**config.mk**
```make
export PLATFORM = sky130hd
export DESIGN_NAME = reg_file_32x64
export DESIGN_NICKNAME = d
export VERILOG_FILES = /design/src/rtl/reg_file_32x64.sv
export SDC_FILE = /design/constraint.sdc
export NUM_CORES = 2
export LEC_CHECK = 0
export BUFFER_PORTS_ARGS = -buffer_cell sky130_fd_sc_hd__buf_4
export CELL_PAD_IN_SITES_DETAIL_PLACEMENT = 1
export CELL_PAD_IN_SITES_GLOBAL_PLACEMENT = 1
export CORE_MARGIN = 4
export CORE_UTILIZATION = 45
export CTS_BUF_LIST = sky130_fd_sc_hd__clkbuf_8 sky130_fd_sc_hd__clkbuf_16
export CTS_CLUSTER_SIZE = 14
export DETAILED_ROUTE_END_ITERATION = 10
export PLACE_DENSITY = 0.7
export SYNTH_ARGS = -nofsm -noshare
export SYNTH_HDL_FRONTEND = slang
export SYNTH_SLANG_ARGS = --single-unit
```
**constraint.sdc**
```tcl
create_clock -name clk -period 3.32 [get_ports clk]
set_input_delay 0.332 -clock clk [delete_from_list [all_inputs] [get_ports clk]]
set_output_delay 0.332 -clock clk [all_outputs]
set_load 0.02 [all_outputs]
```
**src/rtl/reg_file_32x64.sv**
```systemverilog
// ----------------------------------------------------------------------------
// reg_file_32x64
// Architectural register file: 32 x WIDTH registers, one synchronous write
// port and two combinational read ports (Rn/Rm operands). Register ZERO_REG
// reads as zero and ignores writes (XZR).
//
// Ports
//   clk        in   1      clock, state updates on posedge
//   rst_n      in   1      asynchronous active-low reset, clears all registers
//   wr_en      in   1      write enable
//   wr_addr    in   5      write register index
//   wr_data    in   WIDTH  write data
//   rd_addr_a  in   5      read port A index
//   rd_addr_b  in   5      read port B index
//   rd_data_a  out  WIDTH  read port A data (combinational)
//   rd_data_b  out  WIDTH  read port B data (combinational)
// ----------------------------------------------------------------------------
module reg_file_32x64 #(
    parameter int unsigned WIDTH    = 64,
    parameter int unsigned ZERO_REG = 31,
    parameter bit          BYPASS   = 1'b1
) (
    input  logic             clk,
    input  logic             rst_n,
    input  logic             wr_en,
    input  logic [4:0]       wr_addr,
    input  logic [WIDTH-1:0] wr_data,
    input  logic [4:0]       rd_addr_a,
    input  logic [4:0]       rd_addr_b,
    output logic [WIDTH-1:0] rd_data_a,
    output logic [WIDTH-1:0] rd_data_b
);

    localparam int unsigned NUM_REGS = 32;
    localparam logic [4:0]  ZERO_IDX = 5'(ZERO_REG);

    logic [WIDTH-1:0]    regs_q [NUM_REGS];
    logic [WIDTH-1:0]    regs_d [NUM_REGS];
    logic [NUM_REGS-1:0] wr_dec;
    logic                fwd_a;
    logic                fwd_b;

    // 5:32 write decoder gated by wr_en; the zero register never loads
    always_comb begin
        wr_dec = '0;
        if (wr_en && (wr_addr != ZERO_IDX)) begin
            wr_dec = NUM_REGS'(1) << wr_addr;
        end
    end

    // Per-register load enable, recirculating otherwise
    always_comb begin
        for (int i = 0; i < NUM_REGS; i++) begin
            regs_d[i] = regs_q[i];
            if (wr_dec[i]) begin
                regs_d[i] = wr_data;
            end
        end
    end

    // Register array with asynchronous clear
    always_ff @(posedge clk or negedge rst_n) begin
        if (!rst_n) begin
            for (int i = 0; i < NUM_REGS; i++) begin
                regs_q[i] <= '0;
            end
        end else begin
            for (int i = 0; i < NUM_REGS; i++) begin
                regs_q[i] <= regs_d[i];
            end
        end
    end

    // Same-cycle forward: the decoder already excludes the zero register
    always_comb begin
        fwd_a = BYPASS && rst_n && wr_en && (wr_addr == rd_addr_a) && (wr_addr != ZERO_IDX);
        fwd_b = BYPASS && rst_n && wr_en && (wr_addr == rd_addr_b) && (wr_addr != ZERO_IDX);
    end

    // Read port A: zero register and reset force 0 over the bypass
    always_comb begin
        rd_data_a = regs_q[rd_addr_a];
        if (fwd_a) begin
            rd_data_a = wr_data;
        end
        if (!rst_n || (rd_addr_a == ZERO_IDX)) begin
            rd_data_a = '0;
        end
    end

    // Read port B: same structure as port A
    always_comb begin
        rd_data_b = regs_q[rd_addr_b];
        if (fwd_b) begin
            rd_data_b = wr_data;
        end
        if (!rst_n || (rd_addr_b == ZERO_IDX)) begin
            rd_data_b = '0;
        end
    end

endmodule

```
==> reports/metrics.cfg <==
[run_status]
outcome=finished with violations
failed_checks=setup timing

[sta]
finalMaxSlewViolations=0
finalWorstPathRequiredPeriod_ns=3.38
fin_worst_skew_ns=0
max_slew.worst_pin.slew_ns=1.17
max_freq_mhz=296
period_utilization_pct=102
setup_viol_count_final=1
grt_setup_unrepaired=true
final-hold-violation-count=0
post-route-worst-setup-slack_ns=-0.0632
max_slew_margin_pct=22.3

[pwr]
power_switching_share_pct=28.6
totalPowerFinal_w=0.0755
max-vdd-ir-drop_v=0.000451
clkPwrFrac_pct=34.3
power_frac_comb_pct=21.4
internal-power_w=0.0539
power_density_nw_per_um2=594
static_leakage_nw=55.5
relative_contribution_of_sequential_cells_to_total_power_pct=44.3
power_switching_w=0.0216

[drt]
detail_route.drc_violations=0
routedWlPerCell_um=35.4
route.detailed.vias_per_inst=6.69
routed_wl_mm=403
dr.first_iter.drc_count=7075
postRouteAntennaNets=0
first_pass_iters=6
route.vias.total=76300

[worst_setup_path]
cp.required_ns=2.99
regToRegStartpoint=regs_q[766]
worst_path_dominant_cell_family=multiplexers
startpoint=regs_q[574]
crit_type=reg -> out
timing.critical_path.mode_cell=sky130_fd_sc_hd__mux4_2
critPathCaptureType=output port
cp_data_arrival_time_ns=3.05
critical_path_buf_inv_count=2
chain_of_cells_forming_the_critical_path=mux4_2 > mux4_2 > nor2_2 > a21oi_2 > mux2i_2 > buf_4 > nor2_4 > buf_6
crit_path_max_fanout=3
start_kind=flip-flop
critical_path.max_stage_delay_ns=0.49
crit_slowest_cell=sky130_fd_sc_hd__mux4_2

[clocking]
cts-root-buf=sky130_fd_sc_hd__clkbuf_16
cts_htree_levels=4
max-clock-path-buffers=3
cts-buffers-inserted=227
clock_insertion_delay_worst_skew_ns=0.87
tritoncts_num_sinks=2048
cts.reportedPaths.clkPinSlew_ns=0.06
clock_tree_from_tritoncts=done

[floorplan]
dieHeight_um=505
die_width_um=505
placementRows=182
start_util_pct=45.2
ios=210
floorplan.core_area_um2=246000
die_area_um2=255000

[final_layout]
largestRegisters=regs_q x2048
top_register=regs_q
layout.cells.most_common=sky130_fd_sc_hd__mux2_2
final_cell_area_um2=127000
most-common-layout-cells=2085 x sky130_fd_sc_hd__mux2_2, 2048 x sky130_fd_sc_hd__dfrtp_1, 767 x sky130_fd_sc_hd__mux4_2
finish.net_count=8064
layout-drive-gt1-share_pct=48.6
largest_reg_flops=2048
flow.area_growth_from_synthesis_pct=14.2

[place]
dp.final_hpwl_mm=235
post_dp_cell_area_um2=118000
replace_congestion=0.826
detailedPlace.worstSlack_ns=-0.194
port-buffer-count=209

[logic_synthesis]
synth_top_flop_cell=sky130_fd_sc_hd__dfrtp_1
post_synth_num_cell_types=51
synthesis.area_um2=111000
yosys_register_bits=2048
synth_largest_type_area_fraction_pct=46.1
synth-edff-count=0
netlist.top_cell.by_area=sky130_fd_sc_hd__dfrtp_1
synthesis.area_per_instance_um2=14.0
synthesis.nets=8023
post_synth_inst_count=7941
synthArstFlopShare_pct=100
yosysSeqAreaShare_pct=46.1
synth_top_cells_by_area=sky130_fd_sc_hd__dfrtp_1 46%, sky130_fd_sc_hd__mux2_2 21%, sky130_fd_sc_hd__mux4_2 16%
yosys_warnings=0

[run]
max_cap_viol=0

[global_routing]
antenna_violations_before_repair=21
globalRouteOverflowTotal=0
grt_start_max_net_pins=174
grt_first_pass_wirelength_mm=590
number_of_global_route_vias_before_repair=82500
grt_usage_pct=31.1

[worst_hold_path]
min-delay-path-class=in -> async

==> what timing repair did <==
| action | in CTS | in global routing |
|---|---|---|
| endpoints found under the hold margin | 2113 | 0 |
| pin swaps | 1 | 2 |
| setup buffers | 0 | 1 |
| hold buffers | 74 | 0 |
| setup endpoints to repair | 11 | 28 |
| gates resized for setup | 11 | 34 |
==> cells in the mapped netlist, drive strengths merged (4+ instances only) <==
master and instances:
mux4 767, mux2 2111, o211ai 69, a221oi 54
a31oi 11, nor3 34, o21ai 137, a32o 9
clkbuf 536, nor2 131, a32oi 8, dfrtp 2048
a211oi 49, xor2 5, a21oi 158, nor4 4
mux2i 581, a221o 11, nand3 137, o22ai 138
nor2b 81, nand2b 8, buf 376, a22oi 262
xnor2 5, nand2 179, or2 9
==> per-layer routing <==
layer  global-route usage [%]  share of wire, %  up-vias  routed length, um
li1                         -                 -    30500                  -
met4                     13.6               5.0        6              20300
met3                     4.64               5.8      945              23400
met5                        0            0.0074        -                 30
met1                     41.1                41    42000             164000
met2                     51.3                48     2894             195000
==> per-stage QoR <==
stage | utilization (%) | setup TNS, ns | hold slack [ns] | cells
finish | 51.7 | -0.0632 | 0.0930 | 11400
global route | 51.7 | -0.146 | 0.132 | 11400
CTS | 51.6 | -0.109 | 0.101 | 11400
detailed placement | 48.2 | -0.595 | 0.382 | 10900
global placement | 48.2 | -2.78 | 0.375 | 10900
floorplan | - | 0 | 0.0364 | 7941
==> cell families (layout without fill, tap and decap cells) <==
group	count (synthesis)	after routing	synth area share (%)
xor gates and xnor gates	10	10	0.0787
and+or+nand+nor	598	598	2.54
AOI/OAI and AO/OA	911	911	5.44
DFF	2048	2048	46.1
muxes	3459	3459	42.1
other	0	11	0
buffers and inverters	915	1147	3.74
==> layout make-up <==
| cell class | instances | area, um2 |
|---|---|---|
| fillers | 23300 | 119000 |
| multi-input cells | 4978 | 56300 |
| flip-flops and latches | 2048 | 51200 |
| repair buffers | 724 | 7820 |
| clock buffers | 299 | 6740 |
| well taps | 3220 | 4030 |
| clock inverters | 121 | 935 |
| diodes | 11 | 27.5 |
| inverters | 3 | 21.3 |
==> power groups by stage <==
| stage | Sequential (W) | Clock [W] | Combinational [W] |
|---|---|---|---|
| 6_report | 0.0334 | 0.0259 | 0.0161 |
| 5_1_grt | 0.0339 | 0.0274 | 0.0172 |
| 4_1_cts | 0.0333 | 0.0263 | 0.0161 |
| 3_5_place_dp | 0.0336 | 0 | 0.0159 |
| 3_3_place_gp | 0.0330 | 0 | 0.0153 |
| 2_1_floorplan | 0.0323 | 0 | 0.0117 |
==> worst reg2reg max path: stages, from the launching register on <==
cell,delay (ns)
sky130_fd_sc_hd__dfrtp_1,0.40
sky130_fd_sc_hd__buf_4,0.15
sky130_fd_sc_hd__mux2_2,0.26
==> final timing paths <==
check / cells after the start / to / slack, ns
max: 8 / rd_data_b[62] / -0.06
min: 4 / regs_q[467] / 0.09
max reg2reg: 2 / regs_q[766] / 2.39
min reg2reg: 0 / regs_q[63] / 0.39
max in group asynchronous: 5 / regs_q[304] / 0.79
min in group clk: 4 / regs_q[284] / 0.18
No activity file was read; power rests on OpenSTA's default activity.
